### config.mk
export PLATFORM = sky130hd
export DESIGN_NAME = maze_player_mover
export DESIGN_NICKNAME = d
export VERILOG_FILES = /design/src/rtl/maze_player_mover.sv
export SDC_FILE = /design/constraint.sdc
export NUM_CORES = 1
export LEC_CHECK = 0
export BUFFER_PORTS_ARGS = -buffer_cell sky130_fd_sc_hd__buf_2
export CAP_MARGIN = 10
export CORE_ASPECT_RATIO = 1.4
export CORE_MARGIN = 1
export CORE_UTILIZATION = 30
export CTS_CLUSTER_SIZE = 24
export DETAILED_ROUTE_END_ITERATION = 8
export GPL_TIMING_DRIVEN = 0
export SLEW_MARGIN = 20
export SYNTH_ARGS = -nofsm -noshare
export SYNTH_HDL_FRONTEND = slang
export SYNTH_SLANG_ARGS = --single-unit
### constraint.sdc
create_clock -name clock -period 7.27 [get_ports clock]
set_clock_uncertainty 0.1 [all_clocks]
set_input_delay 0.727 -clock clock [delete_from_list [all_inputs] [get_ports clock]]
set_output_delay 0.727 -clock clock [all_outputs]
set_load 0.03 [all_outputs]
### src/rtl/maze_player_mover.sv
// rtl/maze_player_mover.sv - grid player mover with edge check, wall lookup, auto-repeat and goal flag
//
// Purpose: takes one-hot key directions, validates each move against the grid
// edges and then against an external wall map (request/valid handshake), and
// keeps the registered player position for the renderer.
//
// Ports:
//   clock, reset            clock; asynchronous active-low reset
//   direction[3:0]          one-hot key code (0001 up, 0010 down, 0100 right, 1000 left)
//   restart                 synchronous pulse: back to start, clear at_goal
//   wall_req/wall_x/wall_y  wall lookup request and target cell (stable while requesting)
//   wall_valid/wall_is_wall lookup answer, sampled together
//   pos_x/pos_y             current player cell
//   moved/blocked           one-cycle result pulses
//   at_goal                 level: player sits on the goal cell
//   busy                    FSM is not idle

module maze_player_mover #(
    parameter int COORD_W        = 4,
    parameter int GRID_W         = 16,
    parameter int GRID_H         = 16,
    parameter int START_X        = 0,
    parameter int START_Y        = 0,
    parameter int GOAL_X         = 15,
    parameter int GOAL_Y         = 15,
    parameter int REPEAT_CYCLES  = 12500000,
    parameter int TIMEOUT_CYCLES = 255
) (
    input  logic               clock,
    input  logic               reset,
    input  logic [3:0]         direction,
    input  logic               restart,
    output logic               wall_req,
    output logic [COORD_W-1:0] wall_x,
    output logic [COORD_W-1:0] wall_y,
    input  logic               wall_valid,
    input  logic               wall_is_wall,
    output logic [COORD_W-1:0] pos_x,
    output logic [COORD_W-1:0] pos_y,
    output logic               moved,
    output logic               blocked,
    output logic               at_goal,
    output logic               busy
);

    localparam logic [1:0] ST_IDLE   = 2'd0;
    localparam logic [1:0] ST_REQ    = 2'd1;
    localparam logic [1:0] ST_COMMIT = 2'd2;

    localparam int REP_W = (REPEAT_CYCLES > 1) ? $clog2(REPEAT_CYCLES) : 1;
    localparam int TMO_W = (TIMEOUT_CYCLES > 1) ? $clog2(TIMEOUT_CYCLES) : 1;

    localparam logic [REP_W-1:0]   REP_LAST = REP_W'(REPEAT_CYCLES - 1);
    localparam logic [TMO_W-1:0]   TMO_LAST = TMO_W'(TIMEOUT_CYCLES - 1);
    localparam logic [COORD_W-1:0] X_MAX    = COORD_W'(GRID_W - 1);
    localparam logic [COORD_W-1:0] Y_MAX    = COORD_W'(GRID_H - 1);
    localparam logic [COORD_W-1:0] X_START  = COORD_W'(START_X);
    localparam logic [COORD_W-1:0] Y_START  = COORD_W'(START_Y);
    localparam logic [COORD_W-1:0] X_GOAL   = COORD_W'(GOAL_X);
    localparam logic [COORD_W-1:0] Y_GOAL   = COORD_W'(GOAL_Y);
    localparam logic               START_IS_GOAL = (START_X == GOAL_X) && (START_Y == GOAL_Y);

    logic [1:0]         state_q,   state_d;
    logic [COORD_W-1:0] pos_x_q,   pos_x_d;
    logic [COORD_W-1:0] pos_y_q,   pos_y_d;
    logic [COORD_W-1:0] tgt_x_q,   tgt_x_d;
    logic [COORD_W-1:0] tgt_y_q,   tgt_y_d;
    logic               hit_q,     hit_d;
    logic [TMO_W-1:0]   tmo_q,     tmo_d;
    logic [REP_W-1:0]   rep_q,     rep_d;
    logic [3:0]         dir_q,     dir_d;
    logic               moved_q,   moved_d;
    logic               blocked_q, blocked_d;
    logic               at_goal_q, at_goal_d;

    logic               dir_onehot;
    logic               dir_held;
    logic               rep_hit;
    logic               fire;
    logic               off_grid;
    logic [COORD_W-1:0] step_x;
    logic [COORD_W-1:0] step_y;

    // Key decode and auto-repeat. The repeat counter measures cycles since the
    // last fire of a held key; it runs regardless of FSM state, so a repeat
    // that lands while a lookup is in flight is simply dropped.
    always_comb begin
        dir_onehot = (direction != 4'b0000) && ((direction & (direction - 4'd1)) == 4'b0000);
        dir_held   = (direction == dir_q);
        rep_hit    = (rep_q == REP_LAST);
        fire       = dir_onehot && (!dir_held || rep_hit);
        dir_d      = direction;
        if (!dir_onehot || !dir_held || rep_hit) begin
            rep_d = '0;
        end else begin
            rep_d = rep_q + REP_W'(1);
        end
    end

    // Neighbour cell and grid-edge test; an edge hit never wraps.
    always_comb begin
        step_x   = pos_x_q;
        step_y   = pos_y_q;
        off_grid = 1'b0;
        case (direction)
            4'b0001: begin
                step_y   = pos_y_q - COORD_W'(1);
                off_grid = (pos_y_q == '0);
            end
            4'b0010: begin
                step_y   = pos_y_q + COORD_W'(1);
                off_grid = (pos_y_q == Y_MAX);
            end
            4'b0100: begin
                step_x   = pos_x_q + COORD_W'(1);
                off_grid = (pos_x_q == X_MAX);
            end
            4'b1000: begin
                step_x   = pos_x_q - COORD_W'(1);
                off_grid = (pos_x_q == '0);
            end
            default: ;
        endcase
    end

    always_comb begin
        state_d   = state_q;
        pos_x_d   = pos_x_q;
        pos_y_d   = pos_y_q;
        tgt_x_d   = tgt_x_q;
        tgt_y_d   = tgt_y_q;
        hit_d     = hit_q;
        tmo_d     = tmo_q;
        moved_d   = 1'b0;
        blocked_d = 1'b0;
        at_goal_d = at_goal_q;

        if (restart) begin
            // Dropping to IDLE deasserts wall_req, so any answer still in
            // flight arrives while REQ is not active and is ignored.
            state_d   = ST_IDLE;
            pos_x_d   = X_START;
            pos_y_d   = Y_START;
            at_goal_d = START_IS_GOAL;
            tmo_d     = '0;
        end else begin
            case (state_q)
                ST_IDLE: begin
                    if (fire && !at_goal_q) begin
                        if (off_grid) begin
                            blocked_d = 1'b1;
                        end else begin
                            tgt_x_d = step_x;
                            tgt_y_d = step_y;
                            tmo_d   = '0;
                            state_d = ST_REQ;
                        end
                    end
                end
                ST_REQ: begin
                    if (wall_valid) begin
                        hit_d   = wall_is_wall;
                        state_d = ST_COMMIT;
                    end else if (tmo_q == TMO_LAST) begin
                        blocked_d = 1'b1;
                        state_d   = ST_IDLE;
                    end else begin
                        tmo_d = tmo_q + TMO_W'(1);
                    end
                end
                ST_COMMIT: begin
                    if (hit_q) begin
                        blocked_d = 1'b1;
                    end else begin
                        pos_x_d = tgt_x_q;
                        pos_y_d = tgt_y_q;
                        moved_d = 1'b1;
                        if (tgt_x_q == X_GOAL && tgt_y_q == Y_GOAL) begin
                            at_goal_d = 1'b1;
                        end
                    end
                    state_d = ST_IDLE;
                end
                default: state_d = ST_IDLE;
            endcase
        end
    end

    always_ff @(posedge clock or negedge reset) begin
        if (!reset) begin
            state_q   <= ST_IDLE;
            pos_x_q   <= X_START;
            pos_y_q   <= Y_START;
            tgt_x_q   <= '0;
            tgt_y_q   <= '0;
            hit_q     <= 1'b0;
            tmo_q     <= '0;
            rep_q     <= '0;
            dir_q     <= 4'b0000;
            moved_q   <= 1'b0;
            blocked_q <= 1'b0;
            at_goal_q <= START_IS_GOAL;
        end else begin
            state_q   <= state_d;
            pos_x_q   <= pos_x_d;
            pos_y_q   <= pos_y_d;
            tgt_x_q   <= tgt_x_d;
            tgt_y_q   <= tgt_y_d;
            hit_q     <= hit_d;
            tmo_q     <= tmo_d;
            rep_q     <= rep_d;
            dir_q     <= dir_d;
            moved_q   <= moved_d;
            blocked_q <= blocked_d;
            at_goal_q <= at_goal_d;
        end
    end

    assign wall_req = (state_q == ST_REQ);
    assign wall_x   = tgt_x_q;
    assign wall_y   = tgt_y_q;
    assign pos_x    = pos_x_q;
    assign pos_y    = pos_y_q;
    assign moved    = moved_q;
    assign blocked  = blocked_q;
    assign at_goal  = at_goal_q;
    assign busy     = (state_q != ST_IDLE);

endmodule

==> flow_summary.json, run 1 <==
{
  "insertedDiodeCount": 0,
  "stdcell_area_sq_mm": 0.00360,
  "die_area_sq_mm": 0.0105,
  "setup-tns-final_ps": 0,
  "fmax_mhz": 355,
  "rsz0062_at_grt": "no",
  "maxSlewHeadroom": 0.403,
  "synth_nets": 331,
  "cts_tree": "done",
  "rr_endpoint": "tmo_q[1]",
  "die_height_microns": 121,
  "drive_gt1_frac": 0.158,
  "antenna_found_initial": 0,
  "routedWlPerCell_microns": 13.6,
  "cts_resized": 0,
  "cts_hold_buf": 0,
  "port-buffer-count": 29,
  "grt_max_degree": 59,
  "synth_compound_area_frac": 0.0889,
  "reg2regPathDepth": 6,
  "finalNetCount": 371,
  "dpl.hpwl_microns": 4810,
  "row_count": 43,
  "synth_top_area_cell": "dfrtp_1",
  "r2r_start": "rep_q[16]",
  "cp.arrival_ps": 2920,
  "p_leak_nw": 1.55,
  "drc": 0,
  "mostFrequentLayoutCells": "dfrtp_1 (58), nor2_1 (46), nand2_1 (38)",
  "clock_latency_ps": 320,
  "worstPathMaxFanout": 8,
  "setup_viol": 0,
  "power.density_mw_per_mm2": 214,
  "yosysWarnings": 0,
  "clock_sinks": 58,
  "gr-usage-all-layers": 0.142,
  "max_cap_viol_count": 0,
  "r2r_slack_ps": 4450,
  "wl_microns": 6670,
  "final_common_cell": "dfrtp_1",
  "synth_ff_type": "dfrtp_1",
  "synthSimpleGateAreaFrac": 0.230,
  "grt_overflow": 0,
  "cts_root_buffer": "clkbuf_16",
  "synth_top_family_by_area": "simple AND/OR/NAND/NOR gates",
  "synthXorXnorAreaFrac": 0.0951,
  "cts_buffers": 9,
  "first_iter_violations": 100,
  "path_cells": "or4_1 -> nor4_1 -> a41oi_1 -> a211oi_4 -> a31o_2 -> mux2_2",
  "async_flop_share": 1.00,
  "cp_slowest_cell": "or4_1",
  "hold_viol": 0,
  "gp_congestion": 0.789,
  "crit_type": "reg2reg",
  "synth.area.mux_share": 0.0441,
  "core_sq_mm": 0.00990,
  "dp.cells": 477,
  "syn_inst": 313,
  "avgSynthCellArea_sq_um": 9.71,
  "drv_slew": 0,
  "synth_area_sq_mm": 0.00304,
  "route.vias.total": 2383,
  "clk_path_buf_depth": 2,
  "post-route-period-util": 0.388,
  "critPathMaxStageDelay_ps": 540,
  "ys_types": 41,
  "area_delta_synth_final_pct": 18.6,
  "post_dp_cell_area_sq_mm": 0.00336,
  "status": "finished clean",
  "clkSlewWorstSetupHoldPaths_ps": 40,
  "startpoint_type": "register",
  "die_w_microns": 87.1,
  "synthTopCellsByArea": "dfrtp_1 (48%), xnor2_1 (6.1%), nor2_1 (5.7%)",
  "h-tree-depth": 3,
  "first_pass_iters": 4,
  "ys_ff_latch": 58,
  "synth_top_area_share": 0.478,
  "synth-edff-count": 0,
  "ios": 30,
  "worstPathRequired_ps": 7370,
  "peakVddDrop_uv": 131,
  "grt_pass1_wl_microns": 11400,
  "stdcell_count": 489,
  "antenna_left": 0,
  "finalPower_uw": 772,
  "worst_slew_pin_slew_ps": 890,
  "synth-seq-area-share": 0.478,
  "min_period_ps": 2820,
  "hp-class": "in2async",
  "grt_pass1_vias": 2424,
  "cts_setup_buffers": 0,
  "initial_core_util": 0.307,
  "final_core_util": 0.364,
  "viasPerCell": 4.87,
  "synthAdderAreaFrac": 0.0420,
  "endpoint_kind": "register"
}
-- worst max-delay path: cells and delay by family, from the launching register on --
kind,cells,cell delay [ps]
simple gates,2,860
flops,1,440
mux,1,350
compound gates,3,950
-- final cells by class --
cell class,count,area [sq um]
clock buffer,11,243
multi-input combinational,237,1520
buffer,6,22.5
sequential,58,1450
clock inverter,1,5.00
fill,1036,6300
tap,135,169
timing repair buffer,29,148
inverter,12,45.0
-- report_power, final --
group / internal [mW] / switching [mW]
Clock: 0.230 / 0.129
Combinational: 0.0241 / 0.0444
Sequential: 0.334 / 0.0102
-- synth_stat cells (2+ instances only) --
cell,number
a211oi_1,2
a21o_1,3
a21oi_1,14
a31oi_1,5
a41oi_1,3
and2_1,4
and3_1,4
and4_1,2
clkbuf_1,6
dfrtp_1,58
fa_1,2
ha_1,7
inv_1,12
mux2_2,11
nand2_1,38
nand3_1,15
nand3b_1,2
nand4_1,12
nor2_1,46
nor2b_1,2
nor3_1,4
nor4_1,2
nor4b_1,3
o21ai_0,7
or4_1,2
xnor2_1,21
xor2_1,12
-- stage by stage --
stage / setup WS, ps / hold WS, ps
global placement: 4200 / 368
floorplan: 4610 / 331
global route: 4300 / 399
CTS: 4450 / 378
finish: 4450 / 366
detailed placement: 4170 / 373
-- kinds of logic (layout without fill, tap and decap cells) --
kind of cell               count (synthesis)  in the layout
adders and majority gates                  9              9
buffers and inverters                     18             59
muxes                                     12             12
and+or+nand+nor                          142            142
xor gates and xnor gates                  33             33
AOI/OAI and AO/OA                         41             41
DFF                                       58             58
-- how the worst max path moves through the flow --
stage | from | endpoint | depth (start not counted)
after floorplan | direction[1] | wall_x[3] | 8
after global placement | direction[1] | tmo_q[1] | 6
after detailed placement | direction[1] | wall_x[3] | 9
after CTS | rep_q[16] | tmo_q[1] | 6
after global routing | rep_q[16] | tmo_q[1] | 6
final | rep_q[16] | tmo_q[1] | 6
-- metal layers --
layer | routed length, microns | vias up | track usage | share of wire
met2 | 3520 | 33 | 0.250 | 0.53
met5 | 0 | - | 0 | 0
met4 | 246 | 0 | 0.0792 | 0.037
met3 | 174 | 14 | 0.0327 | 0.026
met1 | 2720 | 1166 | 0.153 | 0.41
li1 | - | 1170 | - | -
-- flip-flops by register name, indices dropped and copies added, names as in the netlist --
| signal | count |
|---|---|
| at_goal | 1 |
| blocked | 1 |
| dir_q | 4 |
| hit_q | 1 |
| moved | 1 |
| pos_x | 4 |
| pos_y | 4 |
| rep_q | 24 |
| state_q | 2 |
| tmo_q | 8 |
| wall_x | 4 |
| wall_y | 4 |
Note: power is estimated with default switching activity, not from simulation.
==> inputs of run 2 (changes only) <==
Clock period 7.27 ns to 2.3 ns, I/O delays scaled along.
==> flow_summary.json, run 2 (synthesis gave the netlist of run 1 again) <==
{
  "drc": 0,
  "whs_ps": 41.5,
  "peakVddDrop_uv": 502,
  "worstSetupStartpoint": "rep_q[8]",
  "fmax_mhz": 396,
  "grt_max_degree": 59,
  "row_count": 43,
  "grt_pass1_vias": 2536,
  "startpoint_type": "register",
  "ios": 30,
  "core_sq_mm": 0.00990,
  "fin_ws_ps": -222,
  "p_leak_nw": 1.74,
  "worst_slew_pin_slew_ps": 832,
  "largestRegisters": "rep_q (24), tmo_q (8)",
  "clock_latency_ps": 330,
  "clock_sinks": 58,
  "largest_reg_flops": 24,
  "max_cap_viol_count": 0,
  "endpoint_kind": "register",
  "multiInputGateArea_sq_mm": 0.00166,
  "first_iter_violations": 110,
  "dpl.hpwl_microns": 4630,
  "die_height_microns": 121,
  "post-route-period-util": 1.10,
  "port-buffer-count": 29,
  "cp.arrival_ps": 2630,
  "die_area_sq_mm": 0.0105,
  "cpLargestDelayFamily": "simple AND/OR/NAND/NOR gates",
  "power.density_mw_per_mm2": 709,
  "mostFrequentLayoutCells": "dfrtp_1 (56), nor2_1 (45), nand2_1 (36)",
  "insertedDiodeCount": 0,
  "maxSlewHeadroom": 0.438,
  "seqCellArea_sq_mm": 0.00145,
  "antenna_found_initial": 0,
  "setup-tns-final_ps": -2060,
  "clk_path_buf_depth": 2,
  "violations": "negative setup slack",
  "area_delta_synth_final_pct": 30.6,
  "route.vias.total": 2460,
  "initial_core_util": 0.307,
  "cts_root_buffer": "clkbuf_16",
  "worstPathMaxFanout": 5,
  "antenna_left": 0,
  "hold_viol": 0,
  "worstPathRequired_ps": 2410,
  "drv_slew": 0,
  "gr-usage-all-layers": 0.150,
  "r2r_start": "rep_q[8]",
  "drive_gt1_frac": 0.238,
  "grt_overflow": 0,
  "final_common_cell": "dfrtp_1",
  "viasPerCell": 4.83,
  "regMostFlops": "rep_q",
  "finalPower_mw": 2.81,
  "wl_microns": 6930,
  "cts_tree": "done",
  "fillers": 972,
  "rsz0062_at_grt": "yes",
  "gp_congestion": 0.771,
  "min_period_ps": 2520,
  "clkSlewWorstSetupHoldPaths_ps": 60,
  "grt_pass1_wl_microns": 12200,
  "status": "finished, violations left",
  "crit_type": "reg2reg",
  "r2r_slack_ps": -220,
  "path_cells": "or4b_4 -> nor4_4 -> a41oi_2 -> a211oi_4 -> buf_6 -> nand4b_4 -> mux2_4",
  "critPathMaxStageDelay_ps": 540,
  "finalNetCount": 387,
  "path_buf_inv": 1,
  "hp-class": "in2reg",
  "cp_slowest_cell": "or4b_4",
  "first_pass_iters": 4,
  "min_from": "wall_is_wall",
  "routedWlPerCell_microns": 13.6,
  "die_w_microns": 87.1,
  "h-tree-depth": 3,
  "setup_viol": 14,
  "cts_buffers": 9
}
-- run 2: cell types whose count changed in the layout (fill, tap and decap cells not counted), sizes merged, moves of 2 or more --
| cell | previous run | this run |
|---|---|---|
| clkbuf | 17 | 14 |
| buf | 29 | 40 |
| bufinv | 0 | 2 |
| clkinv | 1 | 3 |
| dlygate4sd3 | 0 | 5 |
-- run 2: stage by stage --
step                      utilization  std cells  worst slack, ps  cell area [sq um]
after global routing            0.401        509             -334               3970
final                           0.401        509             -222               3970
after detailed placement        0.341        477             -367               3370
after CTS                       0.397        506             -346               3930
after global placement          0.340        477             -385               3370
after floorplan                     -        313             -147               3060
-- run 2: final cells by class --
| cell class | instances | area share |
|---|---|---|
| repair buffers | 44 | 0.0716 |
| inverters | 12 | 0.0113 |
| clock buffers | 9 | 0.0567 |
| flip-flops and latches | 58 | 0.366 |
| well taps | 135 | 0.0426 |
| clock inverters | 7 | 0.0259 |
| multi-input cells | 238 | 0.419 |
| plain buffers | 6 | 0.00631 |
-- run 2: timing repair --
| action | 4_1_cts | 5_1_grt |
|---|---|---|
| endpoints found under the setup margin | 38 | 38 |
| hold buffers | 5 | 0 |
| hold endpoints to repair | 62 | 0 |
| setup buffers | 7 | 5 |
| pin swaps | 9 | 4 |
| gates resized for setup | 26 | 7 |
| gates cloned | 1 | 0 |
-- run 2: path summary, 6_finish.rpt --
path	endpoint	cells past startpoint
min in group asynchronous	dir_q[3]	2
max	wall_x[0]	7
max in group asynchronous	rep_q[5]	2
max reg2reg	wall_x[0]	7
min reg2reg	rep_q[0]	1
min	hit_q	2
-- run 2: power breakdown --
group          internal (mW)  leakage, nW  total (mW)  switching (mW)
combinational          0.109        0.790       0.268           0.159
sequential              1.05        0.793        1.09          0.0329
clock                  0.956        0.156        1.46           0.504
-- run 2: metal layers --
| metal | wire length (microns) | part of all wire | vias to the layer above | global-route usage |
|---|---|---|---|---|
| met5 | 0 | 0 | - | 0 |
| met4 | 88 | 0.013 | 0 | 0.0521 |
| met3 | 221 | 0.032 | 7 | 0.0388 |
| met2 | 3720 | 0.54 | 39 | 0.262 |
| met1 | 2900 | 0.42 | 1214 | 0.176 |
| li1 | - | - | 1200 | - |
-- run 2: worst register-to-register path, stage by stage (launching register included) --
cell and delay (ps):
dfrtp_1 410, or4b_4 540, nor4_4 230, a41oi_2 220
a211oi_4 230, buf_6 150, nand4b_4 180, mux2_4 360
